## src/rtl/hazard_sched.sv

```systemverilog
// hazard_sched: pipeline sequencer for the 8-bit, 16-register 5-stage core.
// Drives stage-register load enables, IF/ID flush, ID/EX bubble and EX
// operand forwarding selects; detects load-use, taken-branch and dmem waits.
//
// Ports (input):
//   clk, rst_n                      clock, async active-low reset
//   id_rs1/id_rs2, id_use1/id_use2  ID sources and their use flags
//   ex_rs1/ex_rs2                   EX sources (forwarding compare)
//   ex_wreg, ex_regwrt, ex_memrd    EX destination, write and load flags
//   mem_wreg, mem_regwrt            MEM destination and write flag
//   wb_wreg, wb_regwrt              WB destination and write flag
//   branch_taken                    branch resolved taken in EX
//   dmem_req, dmem_ack              MEM access outstanding / completing
// Ports (output):
//   pc_we, ifid_we, idex_we, exmem_we, memwb_we   stage load enables
//   ifid_flush, idex_bubble                       NOP insertion
//   fwd_a, fwd_b       00 regfile, 01 EX/MEM, 10 MEM/WB
//   stall_cnt          saturating count of cycles with pc_we=0
//   mem_err            sticky dmem timeout flag
//
// Configuration macro: HAZARD_SCHED_FWD_EN
//   defined   : forwarding active, only load-use stalls
//   undefined : no forwarding, any RAW on ex/mem/wb stalls ID

module hazard_sched #(
    parameter int MEM_TIMEOUT = 16,
    parameter int CNT_W       = 8
) (
    input  logic             clk,
    input  logic             rst_n,
    input  logic [3:0]       id_rs1,
    input  logic [3:0]       id_rs2,
    input  logic             id_use1,
    input  logic             id_use2,
    input  logic [3:0]       ex_rs1,
    input  logic [3:0]       ex_rs2,
    input  logic [3:0]       ex_wreg,
    input  logic             ex_regwrt,
    input  logic             ex_memrd,
    input  logic [3:0]       mem_wreg,
    input  logic             mem_regwrt,
    input  logic [3:0]       wb_wreg,
    input  logic             wb_regwrt,
    input  logic             branch_taken,
    input  logic             dmem_req,
    input  logic             dmem_ack,
    output logic             pc_we,
    output logic             ifid_we,
    output logic             idex_we,
    output logic             exmem_we,
    output logic             memwb_we,
    output logic             ifid_flush,
    output logic             idex_bubble,
    output logic [1:0]       fwd_a,
    output logic [1:0]       fwd_b,
    output logic [CNT_W-1:0] stall_cnt,
    output logic             mem_err
);

    typedef enum logic {
        RUN      = 1'b0,
        MEM_WAIT = 1'b1
    } state_e;

    localparam int WC_W = $clog2(MEM_TIMEOUT + 1);
    localparam logic [WC_W-1:0] WC_MAX = WC_W'(MEM_TIMEOUT);

    state_e            state_q, state_d;
    logic [WC_W-1:0]   wait_cnt_q, wait_cnt_d;
    logic [WC_W-1:0]   wc_inc;
    logic              mem_err_q, mem_err_d;
    logic [CNT_W-1:0]  stall_cnt_q;

    logic waiting;
    logic stall_raw;
    logic br_sel;
    logic stl_sel;
    logic run_sel;

    // Register 0 is hard-wired zero, so it never creates a dependency.
    function automatic logic raw_hit(
        input logic [3:0] src,
        input logic       used,
        input logic [3:0] dst,
        input logic       wr
    );
        return used && wr && (dst != 4'd0) && (src == dst);
    endfunction

    function automatic logic [1:0] fwd_sel(input logic [3:0] src);
        if (mem_regwrt && (mem_wreg != 4'd0) && (mem_wreg == src))
            return 2'b01;
        else if (wb_regwrt && (wb_wreg != 4'd0) && (wb_wreg == src))
            return 2'b10;
        else
            return 2'b00;
    endfunction

    logic ld_use;
    assign ld_use = ex_memrd &&
                    (raw_hit(id_rs1, id_use1, ex_wreg, ex_regwrt) ||
                     raw_hit(id_rs2, id_use2, ex_wreg, ex_regwrt));

`ifdef HAZARD_SCHED_FWD_EN
    // Set after a load-use bubble was issued: the load has now left EX in
    // the real pipeline, so the same dependency must not stall twice.
    logic ldst_q, ldst_d;
    logic [1:0] fwd_a_raw, fwd_b_raw;

    assign stall_raw = ld_use && !ldst_q;
    assign fwd_a_raw = fwd_sel(ex_rs1);
    assign fwd_b_raw = fwd_sel(ex_rs2);
`else
    logic [1:0] fwd_a_raw, fwd_b_raw;
    logic       unused_fwd_srcs;

    // Without forwarding every RAW hazard holds ID until the producer retires.
    assign stall_raw =
        ld_use ||
        raw_hit(id_rs1, id_use1, ex_wreg, ex_regwrt) ||
        raw_hit(id_rs2, id_use2, ex_wreg, ex_regwrt) ||
        raw_hit(id_rs1, id_use1, mem_wreg, mem_regwrt) ||
        raw_hit(id_rs2, id_use2, mem_wreg, mem_regwrt) ||
        raw_hit(id_rs1, id_use1, wb_wreg, wb_regwrt) ||
        raw_hit(id_rs2, id_use2, wb_wreg, wb_regwrt);
    assign fwd_a_raw = 2'b00;
    assign fwd_b_raw = 2'b00;
    assign unused_fwd_srcs = ^{ex_rs1, ex_rs2, fwd_sel(4'd0)};
`endif

    // A wait persists in MEM_WAIT even if req drops; only ack releases it,
    // and the ack cycle itself already runs normally.
    assign waiting = ((state_q == MEM_WAIT) || dmem_req) && !dmem_ack;

    assign br_sel  = rst_n && !waiting && branch_taken;
    assign stl_sel = rst_n && !waiting && !branch_taken && stall_raw;
    assign run_sel = rst_n && !waiting && !branch_taken && !stall_raw;

    assign wc_inc = (wait_cnt_q == WC_MAX) ? WC_MAX : wait_cnt_q + 1'b1;

    always_comb begin
        pc_we       = 1'b0;
        ifid_we     = 1'b0;
        idex_we     = 1'b0;
        exmem_we    = 1'b0;
        memwb_we    = 1'b0;
        ifid_flush  = 1'b0;
        idex_bubble = 1'b0;
        fwd_a       = 2'b00;
        fwd_b       = 2'b00;
        state_d     = RUN;
        wait_cnt_d  = '0;
        mem_err_d   = mem_err_q;
`ifdef HAZARD_SCHED_FWD_EN
        ldst_d      = 1'b0;
`endif

        if (rst_n) begin
            fwd_a = fwd_a_raw;
            fwd_b = fwd_b_raw;
        end

        unique case (1'b1)
            !rst_n: begin
            end
            rst_n && waiting: begin
                state_d    = MEM_WAIT;
                wait_cnt_d = wc_inc;
                if (wc_inc == WC_MAX)
                    mem_err_d = 1'b1;
`ifdef HAZARD_SCHED_FWD_EN
                ldst_d = ldst_q;
`endif
            end
            br_sel: begin
                // Flush supersedes any simultaneous load-use stall.
                pc_we       = 1'b1;
                ifid_we     = 1'b1;
                idex_we     = 1'b1;
                exmem_we    = 1'b1;
                memwb_we    = 1'b1;
                ifid_flush  = 1'b1;
                idex_bubble = 1'b1;
            end
            stl_sel: begin
                idex_we     = 1'b1;
                exmem_we    = 1'b1;
                memwb_we    = 1'b1;
                idex_bubble = 1'b1;
`ifdef HAZARD_SCHED_FWD_EN
                ldst_d = 1'b1;
`endif
            end
            run_sel: begin
                pc_we    = 1'b1;
                ifid_we  = 1'b1;
                idex_we  = 1'b1;
                exmem_we = 1'b1;
                memwb_we = 1'b1;
            end
            default: begin
            end
        endcase
    end

    always_ff @(posedge clk or negedge rst_n) begin
        if (!rst_n) begin
            state_q     <= RUN;
            wait_cnt_q  <= '0;
            mem_err_q   <= 1'b0;
            stall_cnt_q <= '0;
`ifdef HAZARD_SCHED_FWD_EN
            ldst_q      <= 1'b0;
`endif
        end else begin
            state_q    <= state_d;
            wait_cnt_q <= wait_cnt_d;
            mem_err_q  <= mem_err_d;
            if (!pc_we && (stall_cnt_q != {CNT_W{1'b1}}))
                stall_cnt_q <= stall_cnt_q + 1'b1;
`ifdef HAZARD_SCHED_FWD_EN
            ldst_q     <= ldst_d;
`endif
        end
    end

    assign stall_cnt = stall_cnt_q;
    assign mem_err   = mem_err_q;

endmodule
```

## config.mk

```make
export PLATFORM = sky130hd
export DESIGN_NAME = hazard_sched
export DESIGN_NICKNAME = d
export VERILOG_FILES = /design/src/rtl/hazard_sched.sv
export SDC_FILE = /design/constraint.sdc
export NUM_CORES = 1
export LEC_CHECK = 0
export ABC_CLOCK_PERIOD_IN_PS = 5500
export CAP_MARGIN = 10
export CORE_UTILIZATION = 30
export DETAILED_ROUTE_END_ITERATION = 10
export HOLD_SLACK_MARGIN = 0.08
export PLACE_DENSITY = 0.71
export SYNTH_ARGS = -nofsm -noshare
export SYNTH_HDL_FRONTEND = slang
export SYNTH_SLANG_ARGS = --single-unit
```

## constraint.sdc

```tcl
create_clock -name clk -period 5.5 [get_ports clk]
set_input_delay 1.1 -clock clk [delete_from_list [all_inputs] [get_ports clk]]
set_output_delay 1.1 -clock clk [all_outputs]
set_load 0.05 [all_outputs]
```

==> results of run 1 <==
## metrics by stage
step	power [mW]	instance area [um^2]	hold slack, ps	setup WS (ps)
after floorplan	0.342	1150	474	524
after global placement	0.440	1610	453	378
after detailed placement	0.444	1610	455	354
after CTS	0.534	1660	468	355
after global routing	0.558	1660	484	210
final	0.530	1660	463	377
## final cells by class
class	instances	area, um^2	area share (%)
Inverter	7	26.3	1.58
Sequential cell	15	375	22.6
Multi-Input combinational cell	98	694	41.9
Timing Repair Buffer	46	458	27.6
Clock buffer	4	45.0	2.71
Tap cell	48	60.1	3.62
## cells in the final DEF, fill, tap and decap left out, drive strengths merged, types with 3 or more instances in the layout
master         synthesis  final
a21oi                  3      3
nor3                   7      7
nand3                  8      8
dfrtp                 15     15
clkbuf                 0      4
ha                     3      3
xor2                  26     26
xnor2                  8      8
nor2                  11     11
nand4                  4      4
inv                    7      7
conb                   1      4
clkdlybuf4s50          0     45
nand2                  3      3
## flip-flops by register name, summed over array words and instances (netlist names)
name,cells
mem_err,1
stall_cnt,8
state_q,1
wait_cnt_q,5
## report_power, final
group / total (mW) / switching, mW / internal [mW] / leakage, nW
combinational: 0.272 / 0.167 / 0.105 / 0.499
clock: 0.0882 / 0.0370 / 0.0512 / 0.0228
sequential: 0.170 / 0.0331 / 0.137 / 0.196
## worst paths after layout
kind / start / endpoint / slack [ps] / cells past startpoint
max: wb_wreg[0] / ifid_we / 380 / 7
min: mem_err / mem_err / 460 / 1
max reg2reg: stall_cnt[4] / stall_cnt[4] / 3630 / 6
min reg2reg: mem_err / mem_err / 460 / 1
max in group asynchronous: rst_n / stall_cnt[0] / 4150 / 2
min in group asynchronous: rst_n / mem_err / 1170 / 2
## cells by family (layout without fill, tap and decap cells)
family	after synthesis	count (layout)	synth area share, %
and+or+nand+nor	42	42	20.0
xor gates and xnor gates	34	34	26.2
DFF	15	15	33.0
AOI/OAI and AO/OA	14	14	9.24
buffers and inverters	14	57	6.93
adders and majority gates	3	3	3.30
other	1	4	0.330
muxes	1	1	0.990
## routing by layer
layer	GRT usage [%]	wire (um)	up-vias
met1	19.4	1260	470
met4	3.98	11	0
met2	21.8	1290	22
met3	1.81	59	2
li1	-	-	513
met5	0	0	-
==> reports/metrics.csv, run 1 <==
metric,value,unit
"wirelength, routed",2.62,mm
worst slew pin tran,567,ps
H-tree depth,1,
worst setup path class,in -> out,
Ant. Diodes,0,
setup TNS,0,ps
Total GRT Usage,13.8,%
Layout Skew,1.50,ps
#FFs+latches synth,15,
WL/cell,12.0,um
TritonCTS Sinks,15,
share of cells above drive strength 1,6.47,%
Initial Utilization,31.1,%
worst min-delay path class,reg -> reg,
Inserted Clock Buffers,3,
clock tree from TritonCTS,built,
Crit path top cell by count,clkdlybuf4s50_1,
Pleak,0.718,nW
Final setup viols,0,
FMAX,0.195,GHz
GR Overflow Total,0,
pin count of the biggest net entering global routing,18,
Pwr per Cell Area,319,nW/um^2
Antenna Nets Post-Route,0,
vias in the first global route,934,
CP Buf/Inv Count,2,
# resized after CTS,0,
Synth Instances,124,
nature of the critical path endpoint,output pin,
Post-synth EDFFs,0,
Avg Inst Size Synth,9.17,um^2
crit-path max FO,3,
die height,63.6,um
crit-path cells,"clkdlybuf4s50_1, o41ai_1, a21oi_1, or2_2, or3_2, a21boi_0, clkdlybuf4s50_1",
Peak VDD IR,0.000193,V
Pins Over Slew Limit,0,
# nets final,213,
CORE AREA,3660,um^2
die area,4040,um^2
Cell variety after synth,32,
Hold Buf Count CTS,0,
TritonRoute pass-1 iters,4,
root buffer cell,clkbuf_8,
most common library cells after synthesis,"xor2_1 (26), dfrtp_1 (15), nor2_1 (11), nand3_1 (8), xnor2_1 (8)",
status,finished clean,
"Core Util, Final",45.3,%
unrepaired setup endpoints after global routing,no,
highest cell delay on the worst timing path,850,ps
clock latency at the later pin of the worst-skew pair,240,ps
Layout area overhead,45.9,%
DP Wirelength,2.22,mm
"non-filler cells, final",218,
drt drc,0,
CP arrival,4020,ps
CP Launch Type,primary input,
final hold violation count,0,
initial antenna violation count,0,
predominant post-synthesis flop cell,dfrtp_1,
Yosys top cell by area,dfrtp_1,
Slew headroom,62.0,%
vias per inst,4.62,
Ys Warns,0,
first-pass GRT wire length,4.37,mm
"Seq/Total Area, Yosys",33.0,%
Detailed Route Iter0 Violations,45,
Post-Syn Area,1140,um^2
Die W,63.6,um
top-count cell post-synth,xor2_1,
Fillers,385,
"CTS clk-pin slew, worst paths",60,ps
Clock Path Buffers,2,
Post-CTS Setup Inserts,0,
total of max-cap violations,0,
Top delay family on crit path,buffers and inverters,
Port-buffer cells,45,
Synth top area share,33.0,%
WP data required,4400,ps
Crit-path slowest cell,clkdlybuf4s50_1,
Area contributors post-synth,"dfrtp_1 (33%), xor2_1 (20%), xnor2_1 (6.2%)",
gpl congestion,0.766,
Placed Instances,214,
Tmin final,5120,ps
post-route clock period utilization,93.1,%
num rows,22,
via count,1007,
io pins,59,
asr flop ratio synth,100,%
No activity file was read; power rests on OpenSTA's default activity.
==> inputs of run 2 (changes only) <==
--- a/config.mk
+++ b/config.mk
@@ -5,12 +5,14 @@
 export SDC_FILE = /design/constraint.sdc
 export NUM_CORES = 1
 export LEC_CHECK = 0
+export ABC_AREA = 1
 export ABC_CLOCK_PERIOD_IN_PS = 5500
 export CAP_MARGIN = 10
 export CORE_UTILIZATION = 30
 export DETAILED_ROUTE_END_ITERATION = 10
+export GPL_ROUTABILITY_DRIVEN = 0
 export HOLD_SLACK_MARGIN = 0.08
-export PLACE_DENSITY = 0.71
+export PLACE_DENSITY = 0.66
 export SYNTH_ARGS = -nofsm -noshare
 export SYNTH_HDL_FRONTEND = slang
 export SYNTH_SLANG_ARGS = --single-unit
==> reports/metrics.csv, run 2 <==
metric,value,unit,change
die area,5170,um^2,was 4040 um^2
Detailed Route Iter0 Violations,107,,was 45
"non-filler cells, final",355,,was 218
top-count cell post-synth,nand2_1,,was xor2_1
Hold Buf Count CTS,0,,unchanged
io pins,59,,unchanged
Flop pwr share,31.7,%,was 32.1%
Top delay family on crit path,buffers and inverters,,unchanged
Cell variety after synth,28,,was 32
post-route clock period utilization,80.2,%,was 93.1%
vias per inst,4.30,,was 4.62
worst setup path class,in -> out,,unchanged
crit-path cells,"clkdlybuf4s50_1, inv_1, nor2_1, nand2_1, nand2_1, clkdlybuf4s50_1",,"was clkdlybuf4s50_1, o41ai_1, a21oi_1, or2_2, or3_2, a21boi_0, clkdlybuf4s50_1"
Total GRT Usage,14.6,%,was 13.8%
Fillers,507,,was 385
Synth Area in Adders,2.56,%,was 3.30%
status,finished clean,,unchanged
Power Internal,0.271,mW,was 0.293 mW
clock tree from TritonCTS,built,,unchanged
Pwr Total,0.491,mW,was 0.530 mW
post-synthesis compound-gate area fraction,3.41,%,was 9.24%
"Seq/Total Area, Yosys",25.6,%,was 33.0%
Comb pwr share,49.7,%,was 51.3%
H-tree depth,1,,unchanged
worst min-delay path class,reg -> reg,,unchanged
#FFs+latches synth,15,,unchanged
simple-gate share of the synthesized area,49.1,%,was 20.0%
Initial Utilization,31.0,%,was 31.1%
GR Overflow Total,0,,unchanged
clock share of power,18.6,%,was 16.6%
die height,71.9,um,was 63.6 um
first-pass GRT wire length,6.03,mm,was 4.37 mm
Avg Inst Size Synth,6.03,um^2,was 9.17 um^2
"CTS clk-pin slew, worst paths",60,ps,about the same
Clock Path Buffers,2,,unchanged
Die W,71.9,um,was 63.6 um
switching share of power,44.8,%,about the same
Layout Skew,1.51,ps,was 1.50 ps
Pleak,1.10,nW,was 0.718 nW
Slew headroom,66.8,%,was 62.0%
Post-Syn Area,1470,um^2,was 1140 um^2
Pins Over Slew Limit,0,,unchanged
"most common cell after layout, fill and taps aside",nand2_1,,was clkdlybuf4s50_1
highest cell delay on the worst timing path,820,ps,was 850 ps
CP Buf/Inv Count,3,,was 2
Synth Instances,243,,was 124
"Core Util, Final",42.5,%,was 45.3%
Crit-path slowest cell,clkdlybuf4s50_1,,unchanged
Antenna Nets Post-Route,0,,unchanged
nature of the critical path endpoint,output pin,,unchanged
asr flop ratio synth,100,%,unchanged
Placed Instances,351,,was 214
# nets final,331,,was 213
CP arrival,3310,ps,was 4020 ps
crit-path max FO,12,,was 3
XOR/XNOR Fraction of Synth Area,4.18,%,was 26.2%
Peak VDD IR,0.000204,V,was 0.000193 V
Synth top area share,25.6,%,was 33.0%
TritonRoute pass-1 iters,4,,unchanged
share of cells above drive strength 1,9.03,%,was 6.47%
sw power,0.220,mW,was 0.237 mW
Area contributors post-synth,"dfrtp_1 (26%), nand2_1 (23%), inv_1 (8.2%)",,"was dfrtp_1 (33%), xor2_1 (20%), xnor2_1 (6.2%)"
most frequent cells in the layout,"nand2_1 (89), clkdlybuf4s50_1 (45), inv_1 (32), nor2_1 (30), dfrtp_1 (15)",,"was clkdlybuf4s50_1 (45), xor2_1 (26), dfrtp_1 (15), nor2_1 (11)"
Layout area overhead,37.0,%,was 45.9%
WP data required,4400,ps,about the same
DP Wirelength,2.85,mm,was 2.22 mm
vias in the first global route,1297,,was 934
via count,1526,,"was 1,007"
Pwr per Cell Area,244,nW/um^2,was 319 nW/um^2
Ys Warns,0,,unchanged
Post-synth EDFFs,0,,unchanged
total of max-cap violations,0,,unchanged
predominant post-synthesis flop cell,dfrtp_1,,unchanged
Tmin final,4410,ps,was 5120 ps
hold_ws,471,ps,was 463 ps
max reg flops,8,,unchanged
CORE AREA,4720,um^2,was 3660 um^2
Yosys top cell by area,dfrtp_1,,unchanged
setup TNS,0,ps,unchanged
drt drc,0,,unchanged
CP Launch Type,primary input,,unchanged
unrepaired setup endpoints after global routing,no,,unchanged
num rows,25,,was 22
Ant. Diodes,0,,unchanged
worst slew pin tran,496,ps,was 567 ps
multiplexer share of the synthesized area,0,%,was 0.990%
TritonCTS Sinks,15,,unchanged
WL/cell,9.74,um,was 12.0 um
combinational family with the most area after synthesis,simple AND/OR/NAND/NOR gates,,was XOR/XNOR gates
"wirelength, routed",3.46,mm,was 2.62 mm
final hold violation count,0,,unchanged
clock latency at the later pin of the worst-skew pair,250,ps,was 240 ps
root buffer cell,clkbuf_8,,unchanged
Final setup viols,0,,unchanged
Port-buffer cells,45,,unchanged
Inserted Clock Buffers,3,,unchanged
FMAX,0.227,GHz,was 0.195 GHz
pin count of the biggest net entering global routing,16,,was 18
initial antenna violation count,0,,unchanged
most common library cells after synthesis,"nand2_1 (89), inv_1 (32), nor2_1 (30), dfrtp_1 (15), nand3_1 (14)",,"was xor2_1 (26), dfrtp_1 (15), nor2_1 (11), nand3_1 (8), xnor2_1 (8)"
# resized after CTS,0,,unchanged
Post-CTS Setup Inserts,0,,unchanged
[run 2: changes by cell type in the layout (fill, tap and decap cells not counted), sizes merged, moves of 4 or more]
cell	previous run	this run
o21ai	2	6
nor3	7	3
nor2	11	33
nand2	3	92
xnor2	8	2
nand4	4	9
inv	7	42
nand3	8	17
xor2	26	5
[run 2: final timing paths]
check / slack [ps] / endpoint / depth (start not counted) / startpoint
max: 1090 / idex_bubble / 6 / rst_n
min: 470 / mem_err / 1 / mem_err
max reg2reg: 3940 / stall_cnt[3] / 7 / state_q
min reg2reg: 470 / mem_err / 1 / mem_err
max in group asynchronous: 4110 / state_q / 2 / rst_n
min in group asynchronous: 1210 / wait_cnt_q[3] / 2 / rst_n
[run 2: power by group through the flow]
stage	logic [mW]	registers (mW)	clock network, mW
after detailed placement	0.245	0.158	0
after floorplan	0.104	0.212	0
after global routing	0.264	0.160	0.0988
after global placement	0.242	0.158	0
after CTS	0.246	0.156	0.0940
final	0.244	0.156	0.0913
[run 2: layout make-up]
| cell class | count | area (um^2) | share of cell area [%] |
|---|---|---|---|
| clock buffer | 3 | 41.3 | 2.05 |
| clock inverter | 1 | 5.00 | 0.249 |
| inverter | 43 | 161 | 8.03 |
| multi-input combinational | 180 | 885 | 44.0 |
| sequential | 15 | 375 | 18.7 |
| tap | 67 | 83.8 | 4.17 |
| timing repair buffer | 46 | 458 | 22.8 |
[run 2: routing by layer]
layer | global-route usage [%] | part of all wire (%)
met5 | 0 | 0
met4 | 1.96 | 0.46
met3 | 2.78 | 3.4
met2 | 23.8 | 48
met1 | 20.7 | 48
[run 2: kinds of logic (layout without fill, tap and decap cells)]
logic type,after synthesis,after routing
and+or+nand+nor,157,157
adders and majority gates,3,3
AOI/OAI and AO/OA,9,9
DFF,15,15
buffers and inverters,51,93
other,1,4
xor gates and xnor gates,7,7
[run 2: per-stage QoR]
step | cell area [um^2] | setup WS, ps
after detailed placement | 1960 | 1070
after CTS | 2010 | 1060
after global routing | 2010 | 974
final | 2010 | 1090
after floorplan | 1480 | 1180
after global placement | 1960 | 1090
